File: src/rtl/i2s_pkg.sv
// Shared defaults and receiver state encoding for the I2S receive path.
package i2s_pkg;

  localparam int   I2S_DATA_W   = 16;
  localparam int   I2S_SLOT_MAX = 64;
  localparam logic LR_LEFT      = 1'b0;

  typedef enum logic [1:0] {
    HUNT  = 2'd0,
    LEFT  = 2'd1,
    RIGHT = 2'd2
  } i2s_state_e;

endpackage

File: src/rtl/i2s_sync_edge.sv
// Brings BCLK/LRCK/DIN into the clk_p domain and produces a one-cycle pulse per
// BCLK rising edge, with lr/din registered so they line up with that pulse.
module i2s_sync_edge (
  input  logic clk_p,
  input  logic reset,
  input  logic i2s_bclk,
  input  logic i2s_lrck,
  input  logic i2s_din,
  output logic lr,
  output logic din,
  output logic bclk_rise
);

  logic [2:0] meta_r;
  logic [2:0] sync_r;
  logic       bclk_d_r;
  logic       lr_r;
  logic       din_r;
  logic       rise_r;

  // Two-flop synchroniser followed by the edge-detect / alignment stage.
  always_ff @(posedge clk_p) begin
    if (reset) begin
      meta_r   <= 3'b000;
      sync_r   <= 3'b000;
      bclk_d_r <= 1'b0;
      lr_r     <= 1'b0;
      din_r    <= 1'b0;
      rise_r   <= 1'b0;
    end else begin
      meta_r   <= {i2s_din, i2s_lrck, i2s_bclk};
      sync_r   <= meta_r;
      bclk_d_r <= sync_r[0];
      rise_r   <= sync_r[0] & ~bclk_d_r;
      lr_r     <= sync_r[1];
      din_r    <= sync_r[2];
    end
  end

  assign lr        = lr_r;
  assign din       = din_r;
  assign bclk_rise = rise_r;

endmodule

File: src/rtl/i2s_rx.sv
// I2S receiver: recovers MSB-first, one-bit-delayed left/right words and presents
// them as a paired stereo sample with a one-cycle valid strobe.
module i2s_rx
  import i2s_pkg::*;
#(
  parameter int DATA_W   = I2S_DATA_W,
  parameter int SLOT_MAX = I2S_SLOT_MAX
) (
  input  logic              clk_p,
  input  logic              reset,
  input  logic              i2s_bclk,
  input  logic              i2s_lrck,
  input  logic              i2s_din,
  output logic [DATA_W-1:0] l_data,
  output logic [DATA_W-1:0] r_data,
  output logic              sample_valid,
  output logic              frame_err
);

  localparam int               CNT_W      = $clog2(SLOT_MAX + 3);
  localparam logic [CNT_W-1:0] DATA_W_C   = CNT_W'(DATA_W);
  localparam logic [CNT_W-1:0] SLOT_MAX_C = CNT_W'(SLOT_MAX);
  localparam logic [CNT_W-1:0] SAT_C      = CNT_W'(SLOT_MAX + 1);

  logic              lr_s;
  logic              din_s;
  logic              bclk_rise_s;

  i2s_state_e        state_r,   state_nxt_s;
  logic [CNT_W-1:0]  bit_cnt_r, bit_cnt_nxt_s;
  logic [DATA_W-1:0] word_sr_r, word_sr_nxt_s;
  logic              lr_prev_r, lr_prev_nxt_s;
  logic [DATA_W-1:0] l_hold_r,  l_hold_nxt_s;
  logic              l_ok_r,    l_ok_nxt_s;
  logic [DATA_W-1:0] l_data_nxt_s;
  logic [DATA_W-1:0] r_data_nxt_s;
  logic              valid_nxt_s;
  logic              err_nxt_s;

  logic [CNT_W-1:0]  slot_len_s;
  logic              slot_bad_s;
  logic [DATA_W-1:0] word_full_s;
  logic [DATA_W-1:0] word_just_s;

  i2s_sync_edge u_sync (
    .clk_p     (clk_p),
    .reset     (reset),
    .i2s_bclk  (i2s_bclk),
    .i2s_lrck  (i2s_lrck),
    .i2s_din   (i2s_din),
    .lr        (lr_s),
    .din       (din_s),
    .bclk_rise (bclk_rise_s)
  );

  // The boundary bit still belongs to the closing slot; short slots are left-justified.
  assign slot_len_s  = bit_cnt_r + CNT_W'(1);
  assign slot_bad_s  = (slot_len_s < DATA_W_C) || (slot_len_s > SLOT_MAX_C);
  assign word_full_s = (bit_cnt_r < DATA_W_C) ? {word_sr_r[DATA_W-2:0], din_s} : word_sr_r;
  assign word_just_s = (slot_len_s < DATA_W_C) ? (word_full_s << (DATA_W_C - slot_len_s))
                                               : word_full_s;

  // Next-state and output decode, advanced only on a synchronised BCLK rising edge.
  always_comb begin
    state_nxt_s   = state_r;
    bit_cnt_nxt_s = bit_cnt_r;
    word_sr_nxt_s = word_sr_r;
    lr_prev_nxt_s = lr_prev_r;
    l_hold_nxt_s  = l_hold_r;
    l_ok_nxt_s    = l_ok_r;
    l_data_nxt_s  = l_data;
    r_data_nxt_s  = r_data;
    valid_nxt_s   = 1'b0;
    err_nxt_s     = 1'b0;
    if (bclk_rise_s) begin
      lr_prev_nxt_s = lr_s;
      if (lr_s != lr_prev_r) begin
        bit_cnt_nxt_s = '0;
        word_sr_nxt_s = '0;
        case (state_r)
          HUNT: begin
            if (lr_s == LR_LEFT) begin
              state_nxt_s = LEFT;
            end else begin
              state_nxt_s = HUNT;
            end
          end
          LEFT: begin
            l_hold_nxt_s = word_just_s;
            l_ok_nxt_s   = 1'b1;
            err_nxt_s    = slot_bad_s;
            state_nxt_s  = RIGHT;
          end
          RIGHT: begin
            err_nxt_s   = slot_bad_s;
            l_ok_nxt_s  = 1'b0;
            state_nxt_s = LEFT;
            if (l_ok_r) begin
              l_data_nxt_s = l_hold_r;
              r_data_nxt_s = word_just_s;
              valid_nxt_s  = 1'b1;
            end else begin
              valid_nxt_s  = 1'b0;
            end
          end
          default: begin
            state_nxt_s = HUNT;
          end
        endcase
      end else begin
        if (bit_cnt_r < DATA_W_C) begin
          word_sr_nxt_s = {word_sr_r[DATA_W-2:0], din_s};
        end else begin
          word_sr_nxt_s = word_sr_r;
        end
        if (bit_cnt_r < SAT_C) begin
          bit_cnt_nxt_s = bit_cnt_r + CNT_W'(1);
        end else begin
          bit_cnt_nxt_s = bit_cnt_r;
        end
      end
    end else begin
      lr_prev_nxt_s = lr_prev_r;
    end
  end

  // State, slot tracking and registered outputs.
  always_ff @(posedge clk_p) begin
    if (reset) begin
      state_r      <= HUNT;
      bit_cnt_r    <= '0;
      word_sr_r    <= '0;
      lr_prev_r    <= 1'b0;
      l_hold_r     <= '0;
      l_ok_r       <= 1'b0;
      l_data       <= '0;
      r_data       <= '0;
      sample_valid <= 1'b0;
      frame_err    <= 1'b0;
    end else begin
      state_r      <= state_nxt_s;
      bit_cnt_r    <= bit_cnt_nxt_s;
      word_sr_r    <= word_sr_nxt_s;
      lr_prev_r    <= lr_prev_nxt_s;
      l_hold_r     <= l_hold_nxt_s;
      l_ok_r       <= l_ok_nxt_s;
      l_data       <= l_data_nxt_s;
      r_data       <= r_data_nxt_s;
      sample_valid <= valid_nxt_s;
      frame_err    <= err_nxt_s;
    end
  end

endmodule

File: config.mk
export PLATFORM = sky130hd
export DESIGN_NAME = i2s_rx
export DESIGN_NICKNAME = d
export VERILOG_FILES = /design/src/rtl/i2s_pkg.sv /design/src/rtl/i2s_sync_edge.sv /design/src/rtl/i2s_rx.sv
export SDC_FILE = /design/constraint.sdc
export NUM_CORES = 1
export LEC_CHECK = 0
export ABC_AREA = 1
export CORE_AREA = 2 2 101 127
export CTS_CLUSTER_DIAMETER = 50
export DETAILED_ROUTE_END_ITERATION = 8
export DIE_AREA = 0 0 103 129
export GPL_TIMING_DRIVEN = 0
export PLACE_DENSITY = 0.64
export SLEW_MARGIN = 20
export SYNTH_ARGS = -nofsm -noshare
export SYNTH_HDL_FRONTEND = slang
export SYNTH_HIERARCHICAL = 1
export SYNTH_SLANG_ARGS = --single-unit
export TNS_END_PERCENT = 5
File: constraint.sdc
create_clock -name clk_p -period 2.4 [get_ports clk_p]
set_input_delay 0.48 -clock clk_p [delete_from_list [all_inputs] [get_ports clk_p]]
set_output_delay 0.48 -clock clk_p [all_outputs]
set_load 0.02 [all_outputs]
==> summary.md <==
| Metric | Value |
|---|---|
| R2r startpoint | `bit_cnt_r[1]` |
| Endpoints failing hold | `0` |
| First-pass GRT wire length | `21800 um` |
| YS warnings | `6` |
| Crit end category | `flop` |
| Hold buffer count at cts | `0` |
| Final antenna-violating net count | `0` |
| Largest fanout on the critical path | `7` |
| Synth area leaders | `dfxtp_1 (39%), nand2_1 (13%), nand3_1 (11%), nor2_1 (8.2%), inv_1 (6.0%)` |
| Peak VDD IR | `0.442 mV` |
| Yosys top cell area share | `0.386` |
| Top delay family on crit path | `simple AND/OR/NAND/NOR gates` |
| Vias after detailed routing | `4795` |
| Fin. max-slew vios | `0` |
| Drt pass-1 iters | `5` |
| Fin crit period | `2.43 ns` |
| Worst-case reg-to-reg path depth | `17` |
| Setup slack after layout | `-0.0348 ns` |
| Hold Path Class | `reg -> reg` |
| Total grt overflow | `0` |
| Share of cells above drive strength 1 | `0.219` |
| Setup TNS | `-0.119 ns` |
| Syn-to-layout area delta | `34.2%` |
| Final setup violation count | `7` |
| Slew margin rel. | `0.549` |
| Post-route insts no fill | `932` |
| IO Count | `39` |
| End of the critical path | `l_hold_r[15]` |
| GP Congestion | `0.971` |
| Fin nets | `772` |
| Post-synth cell types | `37` |
| Kind of critical path | `reg -> reg` |
| Final Cycle Share | `1.01` |
| Largest net degree at the start of global routing | `15` |
| Setup Skew | `0.00796 ns` |
| Initial core utilization | `0.374` |
| Crit. Startpoint | `bit_cnt_r[1]` |
| Run status | `complete, but fails checks` |
| IO buf count | `38` |
| Finished Core Util | `0.502` |
| Worst slack, placed | `-0.445 ns` |
| CP required | `2.69 ns` |
| Failing checks | `setup timing` |
| Initial drt markers | `312` |
| Mapped Avg Cell Area | `6.47 sq um` |
| Clk root buf | `clkbuf_16` |
| Sequential element share of the synthesized area | `0.386` |
| Clock Tree Buf Depth | `2` |
| Clock Pin Slew Worst Setup and Hold Paths | `0.06 ns` |
| Worst endpoint data arrival time | `2.72 ns` |
| RR Endpoint | `l_hold_r[15]` |
| CP startpoint kind | `flop` |
| Die area | `13300 sq um` |
| Syn nets | `706` |
| Power, Total | `3.08 mW` |
| Unrepaired setup endpoints after global routing | `true` |
| Die height | `129 um` |
| PwrDens | `510 nW/um^2` |
| Core area | `12000 sq um` |
| H-tree Lvls | `3` |
| Worst stage delay on the critical path | `0.37 ns` |
| # DRC | `0` |
| All-Layer GR Usage | `0.212` |
| Die width | `103 um` |
| Slowest CP cell | `dfxtp_4` |
| Worst Path Buf+Inv | `2` |
| Wire per inst | `14.8 um` |
| Seq cells post-synth | `87` |
| P_leak | `2.50 nW` |
| Top FF cell, synth | `dfxtp_1` |
| Clk_lat worst skew | `0.35 ns` |
| Flop2flop setup slack | `-0.03 ns` |
| Placement Rows | `45` |
| Antenna Diode Count | `0` |
| DP Wirelength | `10300 um` |
| Post-synth EDFFs | `0` |
| Crit-path cells | `ha_4 -> nor2_4 -> nand2_2 -> o21ai_1 -> nand2_1 -> nand2_2 -> inv_2 -> nor2_8 -> buf_6 -> nand3_1 -> nand3_2 -> nand2_1 -> nand2_1 -> nand3_2 -> nand3_2 -> nor2_1 -> nor2_1` |
| Placed Instances | `899` |
| Min-delay src | `u_sync/bclk_d_r` |
| Yosys top cell by area | `dfxtp_1` |
| Cells on Worst Hold Path | `1` |
| Via-per-instance ratio | `5.14` |
| Post-Syn Area | `4510 sq um` |
| Critical path depth | `17` |
| Drt total wl | `13800 um` |
| Max_cap viols | `0` |
| Post-synthesis async set-or-reset flop share | `0` |
| Vias in the first global route | `4358` |
| CTS tree | `yes` |
| Tightest Pin Transition | `0.676 ns` |
| Initial antenna violation count | `0` |
| Post-Syn Instances | `697` |
| Achievable frequency | `411 MHz` |
| Total CTS buffers | `9` |
| Clock tree sinks | `87` |
[cells in the mapped netlist (2+ instances only)]
library cell / count
nand2_1: 162
ha_1: 4
nand2_2: 2
o211ai_1: 4
buf_1: 7
nor2_1: 98
a21oi_1: 38
clkbuf_1: 20
nor2_2: 3
buf_2: 5
clkinv_1: 3
nand4_1: 3
nand3_1: 99
nand3_2: 3
o22ai_1: 2
a31oi_1: 3
inv_1: 72
inv_2: 5
o21bai_1: 3
nor3_1: 4
o21ai_0: 42
o21a_1: 4
buf_4: 2
dfxtp_1: 87
buf_6: 2
nand2_4: 2
o21ai_1: 8
[worst min-delay path by stage]
stage	endpoint	slack (ns)
3_3_place_gp	u_sync/bclk_rise	0.39
5_1_grt	u_sync/bclk_rise	0.42
4_1_cts	u_sync/bclk_rise	0.40
2_1_floorplan	u_sync/bclk_rise	0.38
6_report	u_sync/bclk_rise	0.40
3_5_place_dp	u_sync/bclk_rise	0.39
[timing repair]
action	CTS	global route
gates cloned	0	1
buffers inserted	8	8
pin swaps	9	29
resized for setup	45	99
setup endpoints to repair	32	40
[where the power goes]
part	leakage (nW)	switching [mW]	internal (mW)
logic	1.65	0.113	0.0533
clock network	0.145	0.597	0.866
registers	0.705	0.00445	1.45
total	2.50	0.715	2.37
[metrics by stage]
stage	hold WS, ns	instance area [sq um]
after floorplan	0.382	4510
after global placement	0.386	5090
after detailed placement	0.388	5090
after CTS	0.398	5610
after global routing	0.423	6050
final	0.396	6050
[cell usage in the layout, fill, tap and decap left out, types with 4 or more instances in the layout]
master and n:
nand2_1 144, a21oi_1 32, nand3_2 48, nand2_2 19, inv_1 70, nor2_4 5
o21ai_0 35, o21ai_1 8, inv_2 7, o21ai_2 7, nor2_1 88, dfxtp_1 82
buf_1 5, nand3_1 49, nand3_4 5, clkbuf_2 4, buf_2 6, clkbuf_16 9
clkbuf_1 16, buf_6 7, o21a_1 4, o211ai_1 4, buf_4 15, clkdlybuf4s50_1 38
a21oi_2 6, nor2_2 8
[kinds of logic (layout without fill, tap and decap cells)]
logic type      count (synthesis)  in the layout  share of synthesized area
compound gates                109            109                      0.133
xor+xnor                        3              3                    0.00750
fa+ha+maj                       4              4                     0.0111
buf+inv                       116            187                      0.103
flops                          87             87                      0.386
simple gates                  378            378                      0.359
[layout make-up]
cell class                      count  area, sq um
Clock inverter                      4         53.8
Clock buffer                       12          256
Multi-Input combinational cell    494         2780
Tap cell                          164          205
Fill cell                        1258         6000
Sequential cell                    87         1750
Inverter                           80          300
Buffer                             36          185
Timing Repair Buffer               55          519
[per-layer routing]
metal | vias to the layer above | GRT usage | share of wire
met5 | - | 0 | 0
met1 | 2264 | 0.243 | 0.41
met2 | 117 | 0.393 | 0.52
met3 | 30 | 0.0282 | 0.034
li1 | 2384 | - | -
met4 | 0 | 0.0805 | 0.033
[state kept, by name (all words and copies together), names as in the netlist]
name and cells:
state_r 2, lr_prev_r 1, u_sync/meta_r 3, r_data 16, sample_valid 1, l_hold_r 16
u_sync/sync_r 3, bit_cnt_r 7, l_data 16, u_sync/din 1, u_sync/lr 1, word_sr_r 16
l_ok_r 1, u_sync/bclk_d_r 1, frame_err 1, u_sync/bclk_rise 1
Note: power is estimated with default switching activity, not from simulation.
